**config.mk**
```make
export PLATFORM = sky130hd
export DESIGN_NAME = psec_ch_trig_seq
export DESIGN_NICKNAME = d
export VERILOG_FILES = /design/src/rtl/psec_pkg.sv /design/src/rtl/psec_ser_frame.sv /design/src/rtl/psec_ch_trig_seq.sv
export SDC_FILE = /design/constraint.sdc
export NUM_CORES = 1
export LEC_CHECK = 0
export ABC_CLOCK_PERIOD_IN_PS = 2800
export CORE_AREA = 2 2 106 118
export CTS_CLUSTER_DIAMETER = 200
export DETAILED_ROUTE_END_ITERATION = 7
export DIE_AREA = 0 0 108 120
export MAX_ROUTING_LAYER = met4
export PLACE_DENSITY = 0.79
export SYNTH_ARGS = -nofsm -noshare
export SYNTH_HDL_FRONTEND = slang
export SYNTH_SLANG_ARGS = --single-unit
```
**constraint.sdc**
```tcl
create_clock -name FCLK -period 2.8 [get_ports FCLK]
set_input_delay 0.7 -clock FCLK [delete_from_list [all_inputs] [get_ports FCLK]]
set_output_delay 0.7 -clock FCLK [all_outputs]
set_load 0.02 [all_outputs]
```
**src/rtl/psec_pkg.sv**
```systemverilog
// Shared state encoding and MODE (group size) encoding for the PSEC channel trigger sequencer.
package psec_pkg;

  typedef enum logic [2:0] {
    INIT,
    SAMPLING,
    SLOW_ONLY,
    STOPPED,
    READOUT
  } seq_state_t;

  localparam logic [1:0] MODE_G1   = 2'd0;
  localparam logic [1:0] MODE_G2   = 2'd1;
  localparam logic [1:0] MODE_G4   = 2'd2;
  localparam logic [1:0] MODE_GALL = 2'd3;

  // log2 of the group size, clamped so a group never exceeds the bank count
  function automatic int unsigned grp_log2(input logic [1:0] mode, input int unsigned max_log2);
    int unsigned r;
    case (mode)
      MODE_G1: r = 32'd0;
      MODE_G2: r = 32'd1;
      MODE_G4: r = 32'd2;
      default: r = max_log2;
    endcase
    if (r > max_log2) r = max_log2;
    return r;
  endfunction

endpackage

```
**src/rtl/psec_ser_frame.sv**
```systemverilog
// Width-FW load/shift serializer, LSB first, with a done flag once the whole frame has gone out.
module psec_ser_frame #(
  parameter int unsigned FW = 53
) (
  input  logic          clk,
  input  logic          rst_n,
  input  logic          load,
  input  logic          shift,
  input  logic [FW-1:0] data,
  output logic          ser,
  output logic          done
);

  localparam int unsigned CW = $clog2(FW + 1);

  logic [FW-1:0] sreg;
  logic [CW-1:0] cnt;

  always_ff @(posedge clk or negedge rst_n) begin
    if (!rst_n) begin
      sreg <= '0;
      cnt  <= '0;
    end else if (load) begin
      sreg <= data;
      cnt  <= '0;
    end else if (shift && !done) begin
      sreg <= sreg >> 1;
      cnt  <= cnt + 1'b1;
    end
  end

  assign ser  = sreg[0];
  assign done = (cnt == CW'(FW));

endmodule

```
**src/rtl/psec_ch_trig_seq.sv**
```systemverilog
// Per-channel trigger sequencer: walks NUM_BANKS fast banks in groups on delayed, edge-qualified
// discriminator events, then falls back to the slow bank, with a serial counter readout.
module psec_ch_trig_seq
  import psec_pkg::*;
#(
  parameter int unsigned NUM_BANKS = 4,
  parameter int unsigned CNT_W     = 10,
  parameter int unsigned DELAY_W   = 5,
  parameter int unsigned HOLD_W    = 8
) (
  input  logic                           FCLK,
  input  logic                           RSTB,
  input  logic                           INST_START,
  input  logic                           INST_STOP,
  input  logic                           INST_READOUT,
  input  logic                           DISCRIMINATOR_OUTPUT,
  input  logic                           DISCRIMINATOR_POLARITY,
  input  logic [1:0]                     MODE,
  input  logic [DELAY_W-1:0]             TRIG_DELAY,
  input  logic [HOLD_W-1:0]              HOLDOFF,
  input  logic [(NUM_BANKS+1)*CNT_W-1:0] CNT,
  input  logic                           SER_SHIFT,
  output logic [NUM_BANKS-1:0]           TRIGGER,
  output logic [NUM_BANKS-1:0]           TRIGGERC,
  output logic                           TRIGGERE,
  output logic                           STOP_REQUEST,
  output logic                           EXTRA_TRIG,
  output logic                           CNT_SER,
  output logic                           SER_DONE
);

  localparam int unsigned DEPTH = 2 ** DELAY_W;
  localparam int unsigned GW    = $clog2(NUM_BANKS);
  localparam int unsigned LW    = $clog2(GW + 1);
  localparam int unsigned TW    = $clog2(NUM_BANKS + 1);
  localparam int unsigned FW    = TW + (NUM_BANKS + 1) * CNT_W;

  seq_state_t        state;
  logic [GW-1:0]     grp;
  logic [GW-1:0]     last_grp;
  logic [LW-1:0]     glog;
  logic [TW-1:0]     trig_cnt;
  logic [HOLD_W-1:0] hold_cnt;
  logic              disc_q;
  logic [DEPTH-1:1]  hist_r;
  logic [DEPTH-1:0]  hist;
  logic              lvl;
  logic              lvl_prev;
  logic              armed;
  logic              event_hit;
  logic              ser_load;
  logic              ser_shift;

  // hist[0] is disc_q itself, so tap d sees the sample taken d cycles earlier
  assign hist      = {hist_r, disc_q};
  assign lvl       = hist[TRIG_DELAY] ^ DISCRIMINATOR_POLARITY;
  assign armed     = (hold_cnt == '0);
  assign event_hit = lvl & ~lvl_prev & armed & ((state == SAMPLING) || (state == SLOW_ONLY));
  assign last_grp  = GW'((NUM_BANKS >> glog) - 1);

  always_ff @(posedge FCLK or negedge RSTB) begin
    if (!RSTB) begin
      disc_q   <= 1'b0;
      hist_r   <= '0;
      lvl_prev <= 1'b0;
    end else begin
      disc_q   <= DISCRIMINATOR_OUTPUT;
      hist_r   <= hist[DEPTH-2:0];
      lvl_prev <= lvl;
    end
  end

  always_ff @(posedge FCLK or negedge RSTB) begin
    if (!RSTB) begin
      state        <= INIT;
      grp          <= '0;
      glog         <= '0;
      trig_cnt     <= '0;
      hold_cnt     <= '0;
      STOP_REQUEST <= 1'b0;
      EXTRA_TRIG   <= 1'b0;
    end else begin
      if (hold_cnt != '0) hold_cnt <= hold_cnt - 1'b1;
      if (INST_START) begin
        state        <= SAMPLING;
        grp          <= '0;
        trig_cnt     <= '0;
        hold_cnt     <= HOLDOFF;
        glog         <= LW'(grp_log2(MODE, GW));
        STOP_REQUEST <= 1'b0;
        EXTRA_TRIG   <= 1'b0;
      end else if (INST_STOP) begin
        state <= STOPPED;
      end else if (INST_READOUT) begin
        if (state != INIT) state <= READOUT;
      end else if (event_hit) begin
        if (state == SAMPLING) begin
          trig_cnt <= trig_cnt + 1'b1;
          if (grp != last_grp) begin
            grp      <= grp + 1'b1;
            hold_cnt <= HOLDOFF;
          end else begin
            state        <= SLOW_ONLY;
            STOP_REQUEST <= 1'b1;
          end
        end else begin
          EXTRA_TRIG <= 1'b1;
        end
      end
    end
  end

  always_comb begin
    TRIGGER  = '1;
    TRIGGERC = '1;
    TRIGGERE = 1'b1;
    case (state)
      SAMPLING: begin
        TRIGGERE = 1'b0;
        for (int unsigned b = 0; b < NUM_BANKS; b++) begin
          if (GW'(b >> glog) == grp) begin
            TRIGGER[b]  = 1'b0;
            TRIGGERC[b] = 1'b0;
          end else if (GW'(b >> glog) > grp) begin
            TRIGGERC[b] = 1'b0;
          end
        end
      end
      SLOW_ONLY: TRIGGERE = 1'b0;
      default: ;
    endcase
  end

  // load mirrors the command priority: START/STOP pre-empt READOUT, and INIT ignores it
  assign ser_load  = INST_READOUT & ~INST_START & ~INST_STOP & (state != INIT);
  assign ser_shift = SER_SHIFT & (state == READOUT);

  psec_ser_frame #(
    .FW(FW)
  ) u_ser (
    .clk  (FCLK),
    .rst_n(RSTB),
    .load (ser_load),
    .shift(ser_shift),
    .data ({trig_cnt, CNT}),
    .ser  (CNT_SER),
    .done (SER_DONE)
  );

endmodule

```
After elaboration in Yosys (flattened, before gate mapping)
Index checks and enable logic that the tools add are counted.
{ "word_totals": {"register_bits": 112, "word_cells": 134} }
{ "classes": {"shifts": 5, "order_cmp": 6, "n_mux": 60, "bitwise_logic": 11, "n_eq_ne": 16, "reduce_logical": 19, "addsub": 5} }
{ "op_table": {"columns": ["operator", "count"], "rows": [
  ["53-bit 2-to-1 mux", 2],
  ["8-bit 2-to-1 mux", 7],
  ["3-bit 2-to-1 mux", 12],
  ["32-bit by 2-bit greater-than comparator with 1-bit output (second input constant)", 1],
  ["32-bit 2-to-1 mux", 1],
  ["1-bit 2-to-1 mux", 25],
  ["2-bit 2-to-1 mux", 7],
  ["6-bit 2-to-1 mux", 2],
  ["4-bit AND reduction", 3],
  ["5-bit AND reduction", 2],
  ["2-bit equality test", 4],
  ["2-bit greater-than comparator", 4],
  ["8-bit logical NOT", 1],
  ["4-bit 2-to-1 mux", 2],
  ["2-bit inequality test (second input constant)", 4],
  ["2-bit nonzero test", 4],
  ["4-bit nonzero test", 2],
  ["8-bit nonzero test", 1],
  ["8-bit by 1-bit subtractor with 8-bit output (second input constant)", 1],
  ["1-bit AND", 7],
  ["6-bit by 1-bit adder with 6-bit output (second input constant)", 1],
  ["6-bit equality test (second input constant)", 1],
  ["5-bit by 6-bit < comparator with 1-bit output (second input constant)", 1],
  ["1-bit binary-select mux with 5-bit select", 1],
  ["other kinds (22)", 26]
]} }

Longest topological paths before layout
{ "depth": {"ltp_word": 10, "depth_mapped": 10, "mapped_depth_nobuf": 9} }

Hierarchy
A second synthesis with hierarchy kept.
{ "hier_totals": {"cells_unflattened": 679, "hier_area_um2": 6836.6} }
{ "modules_own_cells": {"columns": ["module", "cells_per_inst", "area_per_inst_um2", "seq_area_each_um2", "n_inst"], "rows": [
  ["psec_ser_frame", 452, 4165.2, 1476.4, 1],
  ["psec_ch_trig_seq", 227, 2671.3, 1326.3, 1]
]} }

Least setup slack after synthesis
Ideal clock, no wire load.
{ "synth_path": {"kind": "input-to-reg", "startpoint": "in TRIG_DELAY[1]", "endpoint": "reg hold_cnt[1]", "path_buffers": 2, "t_arrival_ns": 2.276, "path_stages": 9, "required_time_ns": 2.675, "setup_slack_ns": 0.400, "cell_sequence": "buf_6 > buf_6 > mux2i_1 > a22oi_1 > nand3_1 > nand4_1 > xor2_2 > a31o_2 > mux2_2"} }
{ "synth_via": {"elab_chain_cells": 10} }
{ "synth_lines": {"columns": ["item", "line", "rtl"], "rows": [
  ["start: declaration", "psec_ch_trig_seq.sv:19", "input logic [DELAY_W-1:0] TRIG_DELAY,"],
  ["1-bit binary-select mux with 5-bit select", "psec_ch_trig_seq.sv:56", "assign lvl = hist[TRIG_DELAY] ^ DISCRIMINATOR_POLARITY;"],
  ["1-bit 2-to-1 mux (implied by the code)", "psec_ch_trig_seq.sv:56", null],
  ["1-bit XOR", "psec_ch_trig_seq.sv:56", null],
  ["1-bit AND (3 in a row)", "psec_ch_trig_seq.sv:58", "assign event_hit = lvl & ~lvl_prev & armed & ((state == SAMPLING) || (state == SLOW_ONLY));"],
  ["8-bit 2-to-1 mux", "psec_ch_trig_seq.sv:96", "end else if (event_hit) begin"],
  ["8-bit 2-to-1 mux", "psec_ch_trig_seq.sv:94", "end else if (INST_READOUT) begin"],
  ["8-bit 2-to-1 mux", "psec_ch_trig_seq.sv:92", "end else if (INST_STOP) begin"],
  ["8-bit 2-to-1 mux", "psec_ch_trig_seq.sv:84", "if (INST_START) begin"],
  ["end signal: assignment", "psec_ch_trig_seq.sv:83", "if (hold_cnt != '0) hold_cnt <= hold_cnt - 1'b1;"],
  ["end: declaration", "psec_ch_trig_seq.sv:43", "logic [HOLD_W-1:0] hold_cnt;"]
]} }
Every way passes these cells. The select of a mux whose other input is x is not followed.
A chain may end at the register's enable or synchronous reset.

Final worst setup path
{ "layout_path": {"startpoint": "reg glog[1]", "endpoint": "out TRIGGER[1]"} }
{ "layout_via": {"elab_chain_cells": 4} }
{ "layout_lines": {"columns": ["item", "line", "rtl"], "rows": [
  ["start: declaration", "psec_ch_trig_seq.sv:41", "logic [LW-1:0] glog;"],
  ["start signal: assignment", "psec_ch_trig_seq.sv:89", "glog <= LW'(grp_log2(MODE, GW));"],
  ["1-bit by 2-bit >> shifter with 2-bit output", "psec_ch_trig_seq.sv:121", "if (GW'(b >> glog) == grp) begin"],
  ["2-bit equality test", "psec_ch_trig_seq.sv:121", null],
  ["1-bit 2-to-1 mux", "psec_ch_trig_seq.sv:121", null],
  ["4-bit 2-to-1 mux", "psec_ch_trig_seq.sv:117", "case (state)"],
  ["end: declaration", "psec_ch_trig_seq.sv:23", "output logic [NUM_BANKS-1:0] TRIGGER,"]
]} }
Every way passes these cells.

==> metrics.md <==
| Metric | Value |
|---|---|
| Status | `completed` |
| Crit-path max cell delay | `0.59 ns` |
| Tcrit/Tclk final | `0.962` |
| DP Wirelength | `7.67 mm` |
| Seq/Total Area, Yosys | `0.541` |
| Vias | `3765` |
| Worst skew pair latency | `0.34 ns` |
| Req. time, crit path | `2.10 ns` |
| Worst r2r src | `u_ser.cnt[0]` |
| DRT Wirelength | `10.6 mm` |
| Power Density | `575 mW/mm2` |
| CTS Hold Bufs | `0` |
| Leak | `3.03 nW` |
| Final core occ | `0.556` |
| Cell Area, Synth | `0.00518 mm2` |
| Antenna-violating nets left | `0` |
| Cell row count | `42` |
| Crit-path max FO | `3` |
| Worst Hold Class | `input pin to async pin` |
| GRT Total Usage | `0.180` |
| CP bufs+invs | `3` |
| Cell count after synthesis | `483` |
| WS Path Type | `flop to output pin` |
| Wire length of the first global-routing pass | `18.0 mm` |
| Routed wire length per instance | `14.7 um` |
| Root Driver | `clkbuf_16` |
| Die Y | `120 um` |
| Buffers added on ports | `85` |
| Reg2Reg Setup Slack | `0.55 ns` |
| Slew HR | `0.706` |
| # IOs | `86` |
| Fin crit period | `2.69 ns` |
| Placed Instances | `709` |
| Yosys reg bits | `112` |
| Syn_nets | `569` |
| Ratio of cells with drive above 1 in the final layout | `0.0841` |
| Post-synth EDFFs | `0` |
| ANT cells | `0` |
| CTS buffer count | `9` |
| Clock Skew | `0.00874 ns` |
| Fmax | `0.371 GHz` |
| Worst-margin pin slew | `0.441 ns` |
| Most common cell after layout, fill and taps aside | `dfrtp_1` |
| Hold Violations, Final | `0` |
| CTS tree | `yes` |
| Most frequent cells in the layout | `dfrtp_1 (112), clkdlybuf4s50_1 (79), nand2_1 (69)` |
| CTS clk-pin slew, worst paths | `0.07 ns` |
| Iteration count of the initial detailed-routing pass | `4` |
| Clock buffer depth | `2` |
| Final Non-Filler Cells | `725` |
| Area of the core | `0.0118 mm2` |
| End of the worst register-to-register path | `u_ser.sreg[20]` |
| Post-CTS setup buffers | `0` |
| Max IR drop VDD | `0.338 mV` |
| Number of global-route vias before repair | `3848` |
| Distinct cell type count after synthesis | `44` |
| Ys async rst share | `1.00` |
| Residual DRC count | `0` |
| RSZ-0062 raised after global routing | `no` |
| GP Congestion | `0.919` |
| Initial DRC count | `249` |
| DIE AREA | `0.0130 mm2` |
| Max Cap Viol | `0` |
| Antenna violations before repair | `0` |
| Mapped Avg Cell Area | `10.7 um2` |
| Nets | `652` |
| Initial Util | `0.438` |
| Clock sinks | `112` |
| CP cell instances | `inv_1 -> ha_1 -> inv_1 -> ha_1 -> nand2_1 -> clkdlybuf4s50_1` |
| Most frequently used flop master after synthesis | `dfrtp_1` |
| Synthesis warning total | `0` |
| Grt total ovfl | `0` |
| CP max-delay cell | `clkdlybuf4s50_1` |
| Die Wd | `108 um` |
| Worst reg2reg path depth | `7` |
| CP Capture Type | `output pin` |
| CP Data Arrival Time | `1.99 ns` |
| CP delay by family, top | `buffers and inverters` |
| Finish-stage setup viols | `0` |
| Worst setup SP type | `flop` |
| Routed vias/inst | `5.19` |
| Largest net degree at the start of global routing | `61` |
| Area grow syn2layout | `26.9%` |
| Slew Viols, Final | `0` |
| # H-tree levels | `3` |
flip-flops by register name, indices dropped and copies added, names as in the netlist:
signal        cells
hist_r           31
trig_cnt          3
state             3
grp               2
hold_cnt          8
STOP_REQUEST      1
u_ser.sreg       53
disc_q            1
glog              2
u_ser.cnt         6
lvl_prev          1
EXTRA_TRIG        1
power by group:
| part | internal [mW] | leakage (nW) | switching, mW |
|---|---|---|---|
| Sequential | 1.80 | 1.39 | 0.121 |
| Clock | 0.696 | 0.150 | 0.574 |
| Combinational | 0.305 | 1.49 | 0.279 |
| Total | 2.81 | 3.03 | 0.975 |
layer usage:
layer	share of wire	vias to the layer above	wire, um	global-route usage
li1	-	1838	-	-
met1	0.44	1826	4720	0.224
met2	0.50	84	5340	0.293
met3	0.037	17	395	0.0331
met4	0.018	0	188	0.0641
met5	0	-	0	-
repair_timing:
action                                 CTS  global route
gates resized for setup                  4             7
setup endpoints to repair                4             5
endpoints found under the hold margin    0             0
synthesized netlist by cell type, types with 2 or more instances:
| library cell | number | area, um2 |
|---|---|---|
| nand3_1 | 8 | 40.0 |
| buf_6 | 2 | 22.5 |
| nand2_1 | 69 | 259 |
| nor3_1 | 4 | 20.0 |
| nand2b_1 | 4 | 25.0 |
| nor2b_1 | 3 | 18.8 |
| xnor2_1 | 7 | 61.3 |
| inv_1 | 17 | 63.8 |
| nand3b_1 | 2 | 15.0 |
| xor2_1 | 7 | 61.3 |
| clkbuf_1 | 16 | 60.1 |
| nor2_1 | 27 | 101 |
| buf_4 | 3 | 22.5 |
| nand4_1 | 9 | 56.3 |
| mux2i_1 | 68 | 681 |
| a22oi_1 | 4 | 30.0 |
| o2bb2ai_1 | 6 | 52.6 |
| a21oi_1 | 9 | 45.0 |
| o21ai_0 | 59 | 295 |
| dfrtp_1 | 112 | 2800 |
| mux2_2 | 2 | 22.5 |
| a31o_2 | 5 | 43.8 |
| a21boi_0 | 2 | 15.0 |
| ha_1 | 13 | 163 |
| buf_2 | 6 | 30.0 |
worst max path at each step:
stage,slack (ns),depth (start not counted),to,from
after CTS,0.04,6,TRIGGER[2],glog[1]
after global routing,0.004,6,TRIGGER[1],glog[0]
final,0.11,6,TRIGGER[1],glog[1]
after global placement,-0.09,10,hold_cnt[1],TRIG_DELAY[1]
after detailed placement,-0.17,10,hold_cnt[1],TRIG_DELAY[1]
after floorplan,0.40,9,hold_cnt[1],TRIG_DELAY[1]
final cells by class:
type | count | area (um2)
multi-input combinational | 326 | 2200
inverter | 17 | 63.8
timing repair buffer | 100 | 1020
tap | 154 | 193
fill | 1041 | 5250
clock buffer | 9 | 225
sequential | 112 | 2800
clock inverter | 7 | 71.3
cells by family after synthesis:
family,share of synthesized area
multiplexers,0.136
buffers and inverters,0.0391
XOR/XNOR,0.0268
AO/OA/AOI/OAI,0.106
AND/OR/NAND/NOR,0.121
flip-flops,0.541
adder cells (fa/ha/maj),0.0314
stage by stage:
step | setup TNS [ns] | power, mW | area, um2 | setup slack, ns | hold WS [ns]
2_1_floorplan | 0 | 2.25 | 5180 | 0.400 | 0.353
3_3_place_gp | -0.673 | 2.51 | 6280 | -0.0946 | 0.365
3_5_place_dp | -1.57 | 2.55 | 6280 | -0.170 | 0.360
4_1_cts | 0 | 3.82 | 6580 | 0.0402 | 0.308
5_1_grt | 0 | 3.98 | 6580 | 0.00392 | 0.322
6_report | 0 | 3.78 | 6580 | 0.106 | 0.294
Note: power is estimated with default switching activity, not from simulation.
